## src/rtl/mem_pkg.sv

```systemverilog
// Shared memory-path definitions: store/load size encodings, the store
// sequencer state enum and the request legality check.
package mem_pkg;

  localparam logic [1:0] SZ_BYTE = 2'b00;
  localparam logic [1:0] SZ_HALF = 2'b01;
  localparam logic [1:0] SZ_WORD = 2'b10;

  typedef enum logic [2:0] {
    IDLE,
    RD,
    MRG,
    WR,
    ERR
  } st_e;

  // Reserved size, or a word/half whose byte offset breaks its natural alignment.
  function automatic logic req_illegal(input logic [1:0] size, input logic [1:0] offset);
    return (size == 2'b11) ||
           ((size == SZ_WORD) && (offset != 2'b00)) ||
           ((size == SZ_HALF) && offset[0]);
  endfunction

endpackage

```

## src/rtl/store_merge_unit_if.sv

```systemverilog
// Bundle of the datapath store request and the data-RAM port of the store path.
interface store_merge_unit_if #(
  parameter int ADDR_W = 10
);

  logic              req;
  logic [1:0]        size;
  logic [31:0]       addr;
  logic [31:0]       wdata;
  logic              ready;
  logic              done;
  logic              err;
  logic [ADDR_W-1:0] mem_addr;
  logic              mem_re;
  logic [31:0]       mem_rdata;
  logic              mem_we;
  logic [31:0]       mem_wdata;
  logic [3:0]        mem_be;

  modport master (
    output req, size, addr, wdata, mem_rdata,
    input  ready, done, err, mem_addr, mem_re, mem_we, mem_wdata, mem_be
  );

  modport slave (
    input  req, size, addr, wdata, mem_rdata,
    output ready, done, err, mem_addr, mem_re, mem_we, mem_wdata, mem_be
  );

endinterface

```

## src/rtl/store_lane_merge.sv

```systemverilog
// Little-endian lane merge: replaces the selected byte/half lanes of the
// word read from RAM with the store data and reports the written lanes.
module store_lane_merge
  import mem_pkg::*;
(
  input  logic [31:0] rdata,
  input  logic [31:0] wdata,
  input  logic [1:0]  size,
  input  logic [1:0]  offset,
  output logic [31:0] merged,
  output logic [3:0]  be
);

  always_comb begin
    merged = rdata;
    be     = 4'b0000;
    case (size)
      SZ_WORD: begin
        merged = wdata;
        be     = 4'b1111;
      end
      SZ_HALF: begin
        if (offset[1]) begin
          merged[31:16] = wdata[15:0];
          be            = 4'b1100;
        end else begin
          merged[15:0] = wdata[15:0];
          be           = 4'b0011;
        end
      end
      SZ_BYTE: begin
        merged[{offset, 3'b000} +: 8] = wdata[7:0];
        be                            = 4'b0001 << offset;
      end
      default: begin
        merged = rdata;
        be     = 4'b0000;
      end
    endcase
  end

endmodule

```

## src/rtl/store_merge_unit.sv

```systemverilog
// Store-side data RAM sequencer: SW writes directly, SH/SB read-modify-write
// so untouched bytes survive; ready low stalls the core while busy.
module store_merge_unit
  import mem_pkg::*;
#(
  parameter int ADDR_W = 10
) (
  input logic               clk,
  input logic               rst_n,
  store_merge_unit_if.slave bus
);

  st_e               state;
  logic [1:0]        size_q;
  logic [1:0]        offset_q;
  logic [15:0]       wdata_q;
  logic              ready_q;
  logic              done_q;
  logic              err_q;
  logic              mem_re_q;
  logic              mem_we_q;
  logic [ADDR_W-1:0] mem_addr_q;
  logic [31:0]       mem_wdata_q;
  logic [3:0]        mem_be_q;
  logic [31:0]       merged;
  logic [3:0]        merged_be;
  logic              unused_addr_bits;

  assign unused_addr_bits = ^bus.addr[31:ADDR_W+2];

  // The merge only ever sees the latched request, never the live bus.
  store_lane_merge u_merge (
    .rdata  (bus.mem_rdata),
    .wdata  ({16'h0000, wdata_q}),
    .size   (size_q),
    .offset (offset_q),
    .merged (merged),
    .be     (merged_be)
  );

  always_ff @(posedge clk or negedge rst_n) begin
    if (!rst_n) begin
      state       <= IDLE;
      size_q      <= SZ_BYTE;
      offset_q    <= 2'b00;
      wdata_q     <= '0;
      ready_q     <= 1'b1;
      done_q      <= 1'b0;
      err_q       <= 1'b0;
      mem_re_q    <= 1'b0;
      mem_we_q    <= 1'b0;
      mem_addr_q  <= '0;
      mem_wdata_q <= '0;
      mem_be_q    <= '0;
    end else begin
      done_q   <= 1'b0;
      err_q    <= 1'b0;
      mem_re_q <= 1'b0;
      mem_we_q <= 1'b0;
      case (state)
        IDLE: begin
          if (bus.req) begin
            ready_q    <= 1'b0;
            mem_addr_q <= bus.addr[ADDR_W+1:2];
            size_q     <= bus.size;
            offset_q   <= bus.addr[1:0];
            wdata_q    <= bus.wdata[15:0];
            if (req_illegal(bus.size, bus.addr[1:0])) begin
              err_q <= 1'b1;
              state <= ERR;
            end else if (bus.size == SZ_WORD) begin
              // Full word needs no read: present the write in the next cycle.
              mem_wdata_q <= bus.wdata;
              mem_be_q    <= 4'b1111;
              mem_we_q    <= 1'b1;
              done_q      <= 1'b1;
              state       <= WR;
            end else begin
              mem_re_q <= 1'b1;
              state    <= RD;
            end
          end
        end
        RD: begin
          state <= MRG;
        end
        MRG: begin
          mem_wdata_q <= merged;
          mem_be_q    <= merged_be;
          mem_we_q    <= 1'b1;
          done_q      <= 1'b1;
          state       <= WR;
        end
        WR: begin
          ready_q <= 1'b1;
          state   <= IDLE;
        end
        ERR: begin
          ready_q <= 1'b1;
          state   <= IDLE;
        end
        default: begin
          ready_q <= 1'b1;
          state   <= IDLE;
        end
      endcase
    end
  end

  assign bus.ready     = ready_q;
  assign bus.done      = done_q;
  assign bus.err       = err_q;
  assign bus.mem_re    = mem_re_q;
  assign bus.mem_we    = mem_we_q;
  assign bus.mem_addr  = mem_addr_q;
  assign bus.mem_wdata = mem_wdata_q;
  assign bus.mem_be    = mem_be_q;

endmodule

```

## src/flat_wrapper.sv

```systemverilog
// flat-port wrapper written by rule: the top's interface ports become plain ports
module store_merge_unit_flat import mem_pkg::*;
#(
  parameter int ADDR_W = 10
)
  (clk, rst_n, bus_req, bus_size, bus_addr, bus_wdata, bus_mem_rdata, bus_ready, bus_done, bus_err, bus_mem_addr, bus_mem_re, bus_mem_we, bus_mem_wdata, bus_mem_be);
  store_merge_unit_if #(.ADDR_W(ADDR_W)) bus_i ();
  input logic clk;
  input logic rst_n;
  input wire logic [$bits(bus_i.req)-1:0] bus_req;
  input wire logic [$bits(bus_i.size)-1:0] bus_size;
  input wire logic [$bits(bus_i.addr)-1:0] bus_addr;
  input wire logic [$bits(bus_i.wdata)-1:0] bus_wdata;
  input wire logic [$bits(bus_i.mem_rdata)-1:0] bus_mem_rdata;
  output wire logic [$bits(bus_i.ready)-1:0] bus_ready;
  output wire logic [$bits(bus_i.done)-1:0] bus_done;
  output wire logic [$bits(bus_i.err)-1:0] bus_err;
  output wire logic [$bits(bus_i.mem_addr)-1:0] bus_mem_addr;
  output wire logic [$bits(bus_i.mem_re)-1:0] bus_mem_re;
  output wire logic [$bits(bus_i.mem_we)-1:0] bus_mem_we;
  output wire logic [$bits(bus_i.mem_wdata)-1:0] bus_mem_wdata;
  output wire logic [$bits(bus_i.mem_be)-1:0] bus_mem_be;
  assign bus_i.req = bus_req;
  assign bus_i.size = bus_size;
  assign bus_i.addr = bus_addr;
  assign bus_i.wdata = bus_wdata;
  assign bus_i.mem_rdata = bus_mem_rdata;
  assign bus_ready = bus_i.ready;
  assign bus_done = bus_i.done;
  assign bus_err = bus_i.err;
  assign bus_mem_addr = bus_i.mem_addr;
  assign bus_mem_re = bus_i.mem_re;
  assign bus_mem_we = bus_i.mem_we;
  assign bus_mem_wdata = bus_i.mem_wdata;
  assign bus_mem_be = bus_i.mem_be;
  store_merge_unit #(.ADDR_W(ADDR_W)) u_core (.clk(clk), .rst_n(rst_n), .bus(bus_i));
endmodule
```

## config.mk

```make
export PLATFORM = sky130hd
export DESIGN_NAME = store_merge_unit_flat
export DESIGN_NICKNAME = d
export VERILOG_FILES = /design/src/rtl/mem_pkg.sv /design/src/rtl/store_merge_unit_if.sv /design/src/rtl/store_lane_merge.sv /design/src/rtl/store_merge_unit.sv /design/src/flat_wrapper.sv
export SDC_FILE = /design/constraint.sdc
export NUM_CORES = 1
export LEC_CHECK = 0
export CORE_ASPECT_RATIO = 1.2
export CORE_MARGIN = 3
export CORE_UTILIZATION = 44
export CTS_BUF_LIST = sky130_fd_sc_hd__clkbuf_16
export DETAILED_ROUTE_END_ITERATION = 8
export GPL_TIMING_DRIVEN = 0
export PLACE_DENSITY = 0.83
export SLEW_MARGIN = 20
export SYNTH_ARGS = -nofsm -noshare
export SYNTH_HDL_FRONTEND = slang
export SYNTH_SLANG_ARGS = --single-unit
```

## constraint.sdc

```tcl
create_clock -name clk -period 3 [get_ports clk]
set_input_delay 0.6 -clock clk [delete_from_list [all_inputs] [get_ports clk]]
set_output_delay 0.6 -clock clk [all_outputs]
set_load 0.01 [all_outputs]
```

Yosys cells after proc, flatten, opt, wreduce, memory -nomap -nowiden. Index checks and enable logic that the tools add are counted.

Flip-flop bits (word level): 73. Bits in latches: 0. Memory bits (writable): 0. Bits in read-only memories: 0. Output and inout bits: 51. Logic and storage cells: 69. Memories: 0.

Add/subtract/negate cells: 1. $mul: 0. Divide/modulo/power cells: 0. $lt $le $gt $ge: 0. Equal/unequal tests: 10. Shift-type cells: 3. Mux-type cells: 31. Bitwise logic cells: 1. Reduce and logical (&&, ||, !) cells: 12.

Operators with widths (count): 2-to-1 mux 32 bit (3); one-hot mux 32 bit (3 select lines) (1); one-hot mux 32 bit (2 select lines) (1); bitwise mux 32 bit (1); 2-to-1 mux 16 bit (2); variable shift 8 x 7 -> 32 bit, first input constant (1); variable part select 8 x 7 -> 32 bit (1); 2-to-1 mux 4 bit (4); one-hot mux 4 bit (3 select lines) (1); 2-to-1 mux 1 bit (11); one-hot mux 3 bit (3 select lines) (1); one-hot mux 4 bit (2 select lines) (1); negator 5 -> 7 bit (1); equality test 2 bit, second input constant (3); 2-to-1 mux 3 bit (2); equality test 2 x 1 -> 1 bit, second input constant (2); inequality test 2 bit, second input constant (2); one-hot mux 1 bit (2 select lines) (2); AND reduction 2 bit (2); AND reduction 4 bit (1); nonzero test 2 bit (2); left shift 1 x 2 -> 4 bit, first input constant (1); equality test 3 x 1 -> 1 bit, second input constant (1); equality test 3 x 2 -> 1 bit, second input constant (1); other kinds (8) (10).

Depth between registers and ports, before layout.
Depth after elaboration: 7. Depth in mapped cells: 8. Mapped depth without buffers: 6.

Cells and area by module. A second synthesis with hierarchy kept.

Cells, all modules: 522. Area, all modules: 4503.1 sq um.

Modules (own cells, without submodules): store_merge_unit (times used 1, cells each 355, area an instance 3325.7 sq um, sequential area each 1828.0 sq um); store_lane_merge (times used 1, cells each 167, area an instance 1177.4 sq um, sequential area each 0.0 sq um).

Worst setup path after synthesis. No wires, ideal clock.

Path type: reg2reg. From: register u_core.offset_q[1]. To: register u_core.mem_wdata_q[24] (netlist: u_core.bus.mem_wdata[24]). Library setup time: 0.078 ns. Arrival: 2.010 ns. Required time: 2.922 ns. Setup slack: 0.913 ns. Cell stages (with the launch flop): 8. Period minus slack after synthesis: 2.087 ns. Cell sequence: dfrtp_1 -> clkinv_1 -> ha_1 -> nor4_4 -> and2_1 -> clkbuf_1 -> a221oi_1 -> o2bb2ai_1.

Word-level cells in the longest chain between the ends: 5. Elaborated cells on any way between the ends: 7. Classes of those cells: add/sub (1); shift (2); mux (4).

Ends and longest elaborated chain: from (decl) (RTL line store_merge_unit.sv:15) `logic [1:0] offset_q;`; from (signal assigned) (RTL line store_merge_unit.sv:66) `offset_q <= bus.addr[1:0];`; negator 5 -> 7 bit (RTL line store_lane_merge.sv:32) `merged[{offset, 3'b000} +: 8] = wdata[7:0];`; variable part select 8 x 7 -> 32 bit / variable shift 8 x 7 -> 32 bit (equally long branches) (RTL line store_lane_merge.sv:32); bitwise mux 32 bit (RTL line store_lane_merge.sv:32); one-hot mux 32 bit (3 select lines) * (RTL line store_lane_merge.sv:17) `case (size)`; one-hot mux 32 bit (2 select lines) * (RTL line store_merge_unit.sv:60) `case (state)`; to (signal assigned) (RTL line store_merge_unit.sv:73) `mem_wdata_q <= bus.wdata;`; to (signal assigned) (RTL line store_merge_unit.sv:88) `mem_wdata_q <= merged;`; to (decl) (RTL line store_merge_unit.sv:23) `logic [31:0] mem_wdata_q;`.

Mark *: on every way between the ends. The rest lies on a longest branch, timed or not. A chain may end at the register's enable or synchronous reset.

Worst setup path after layout.
From: register u_core.offset_q[1]. To: register u_core.mem_wdata_q[18] (netlist: u_core.bus.mem_wdata[18]).

The elaborated chain is that of the path after synthesis.

==> metrics.cfg <==
[critical_path]
critPathRequiredTime_ps = 3250
endpoint_kind = flip-flop
crit_fanout = 11
critical_path_arrival_ps = 3130
timing.setup.critical_path_class = reg -> reg
startpoint_type = flip-flop

[logic_synthesis]
synth_ff_type = dfrtp_1
post_synth_main_area_contributors = dfrtp_1 (48%), nand2_1 (12%), a221oi_1 (7.0%)
postSynthCellCount = 404
yosysWarnings = 0
distinct_cell_type_count_after_synthesis = 48
synth_fp_nets = 510
yosysTopAreaCell = dfrtp_1
synthesis.area_per_instance_sq_um = 9.35
synth_async_sr_flop_share_pct = 100
syn_area_sq_mm = 0.00378
synth_edf_count = 0
ys_seq_elements = 73
sequential_element_share_of_the_synthesized_area_pct = 48.4
synth_largest_type_area_fraction_pct = 47.7

[global_routing]
globalRoute.totalOverflow = 0
first_global_vias = 3735
groute.usage.overall_pct = 26.3
grt_start_max_net_pins = 47
number_of_antenna_violations_at_the_first_check_in_global_routing = 0
grt_first_pass_wirelength_microns = 19800

[detailed_routing]
avgRoutedWirePerCell_microns = 19.2
route.detailed.drc = 0
first_pass_iters = 7
drt_first_iter_violations = 482
dr_total_vias = 3894
ant_nets = 0
total_wire_length_microns = 12800
routed_via_density = 5.85

[floorplan]
die_area_sq_mm = 0.00974
number_of_cell_rows = 36
die_height_microns = 108
design.core.area_sq_mm = 0.00824
floorplan.initialDensity_pct = 45.8
io_pins = 152
dieWidth_microns = 90.6

[cts]
cts_buffers = 9
hold_fix_buffer_count_after_cts = 0
cts_sinks = 73
clk_transition_reported_paths_ps = 60
h-tree-depth = 3
clk_latency_ps = 340
tritoncts = done
cts_resized = 0
cts.root.buffer_cell = clkbuf_16
cts_post_setup_buffers_inserted = 0
ctsLongestPathBuffers = 2

[final_layout]
number_of_nets_at_the_end_of_the_flow = 653
utilization_pct = 67.3
fraction_of_layout_instances_using_a_drive_strength_above_1_pct = 7.61
n_antenna_cell = 0
area_growth_syn_to_layout_pct = 46.8

[timing]
report.final.hold_viol_count = 0
report.final.setup_viol = 0
finalClockSkew_ps = 5.56
setup_repair_after_global_routing_missed_its_margin = no
fmaxAchievable_mhz = 347
slew_worst_pin_ps = 782
finalSetupTns_ps = 0
drv_slew = 0
layout_worst_path_cycle_share_pct = 96.1
layout_min_cycle_time_ps = 2880
slew_headroom_pct = 47.9

[outcome]
run_status = completed

[power]
vdd.ir_drop.worst_mv = 0.577
totalPowerFinal_w = 0.00615
power_density_mw_per_mm2 = 1110
total_leakage_power_nw = 2.39

[min_path]
hold_path.class = in -> async

[job]
max-cap-violations = 0

[placed_design]
post-dp-hpwl_microns = 9320
portbufs = 131
place_congestion = 0.899

==> path summary, 6_finish.rpt <==
kind | startpoint | endpoint | slack, ps | cells past startpoint
max in group asynchronous | rst_n | u_core.bus.ready | 2210 | 2
min | rst_n | u_core.bus.mem_wdata[1] | 180 | 1
min reg2reg | u_core.bus.mem_addr[0] | u_core.bus.mem_addr[0] | 480 | 2
max | u_core.offset_q[1] | u_core.bus.mem_wdata[18] | 120 | 6
max reg2reg | u_core.offset_q[1] | u_core.bus.mem_wdata[18] | 120 | 6
min in group clk | u_core.bus.mem_addr[0] | u_core.bus.mem_addr[0] | 480 | 2
==> metrics by stage <==
stage               hold slack [ps]  area (sq um)  std cells  setup slack, ps
floorplan                       304          3780        404              913
global placement                460          5230        649            -1140
detailed placement              467          5260        650              194
CTS                             184          5540        666              201
global route                    208          5540        666             9.46
finish                          176          5540        666              117
==> sequential cells by signal, indices dropped and copies added, names as in the netlist, 2 cells and up <==
signal	cells
u_core.offset_q	2
u_core.bus.mem_be	4
u_core.state	3
u_core.bus.mem_addr	10
u_core.size_q	2
u_core.wdata_q	16
u_core.bus.mem_wdata	32
==> cell families (layout without fill, tap and decap cells) <==
logic type | Yosys count | in the layout | synth area share [%]
AO/OA/AOI/OAI | 126 | 126 | 24.7
AND/OR/NAND/NOR | 166 | 166 | 20.7
adder cells (fa/ha/maj) | 5 | 5 | 1.66
flip-flops | 73 | 73 | 48.4
buffers and inverters | 34 | 182 | 4.57
==> cell usage after synthesis (3+ instances only) <==
cell / instances
nand2_1: 124
dfrtp_1: 72
a31oi_1: 38
a221oi_1: 30
a21o_1: 15
clkbuf_1: 14
a21oi_1: 11
o2bb2ai_1: 9
buf_2: 8
nand3_1: 7
nor4b_1: 7
nor2_1: 6
ha_1: 5
o21ai_0: 5
a211oi_1: 4
a2bb2oi_1: 4
buf_4: 4
nor3_1: 3
==> layer usage <==
| layer | vias up | routed length, microns | GRT usage (%) |
|---|---|---|---|
| li1 | 1782 | - | - |
| met2 | 247 | 6050 | 40.8 |
| met1 | 1823 | 5050 | 34.0 |
| met4 | 0 | 501 | 13.2 |
| met5 | - | 0 | 0 |
| met3 | 42 | 1190 | 6.78 |
==> final cells by class <==
cell class                 count  area (sq um)
inverter                       3          11.3
fill                         673          2700
sequential                    73          1830
clock inverter                 7          62.6
multi-input combinational    297          1780
tap                          114           143
buffer                        31           161
clock buffer                   9           225
timing repair buffer         132          1340
==> power by group <==
| group | leakage [nW] | total (W) | internal (W) | switching, W |
|---|---|---|---|---|
| clock | 0.142 | 0.00105 | 0.000634 | 0.000413 |
| sequential | 0.875 | 0.00192 | 0.00149 | 0.000429 |
| combinational | 1.37 | 0.00319 | 0.00150 | 0.00169 |
| total | 2.39 | 0.00615 | 0.00362 | 0.00253 |
==> critical path: stages (launching register included) <==
cell and delay [ps]:
dfrtp_1 520, clkinv_1 410, ha_1 420, nor4_4 560, a41o_1 490, a221oi_1 160
a31oi_1 230
==> placed cells by master (no fill, tap or decap), types with 2 or more instances in the layout <==
| master | n |
|---|---|
| nand2b_1 | 2 |
| dfrtp_1 | 72 |
| a31oi_1 | 38 |
| clkbuf_1 | 14 |
| nor2_1 | 6 |
| a221oi_1 | 30 |
| o21a_1 | 2 |
| buf_2 | 8 |
| clkinv_1 | 3 |
| buf_6 | 2 |
| nand2_1 | 124 |
| and3_1 | 2 |
| buf_1 | 2 |
| nor4b_1 | 7 |
| a21oi_1 | 11 |
| and3b_1 | 2 |
| a2bb2oi_1 | 4 |
| and2_1 | 2 |
| ha_1 | 5 |
| clkbuf_16 | 9 |
| a211oi_1 | 4 |
| clkdlybuf4s50_1 | 130 |
| o21ai_0 | 5 |
| a21o_1 | 15 |
| nor3_1 | 3 |
| nand3_1 | 7 |
| buf_4 | 5 |
| o2bb2ai_1 | 9 |
| inv_1 | 2 |
| nor2b_1 | 2 |
Power figures use the tool's default switching activity.
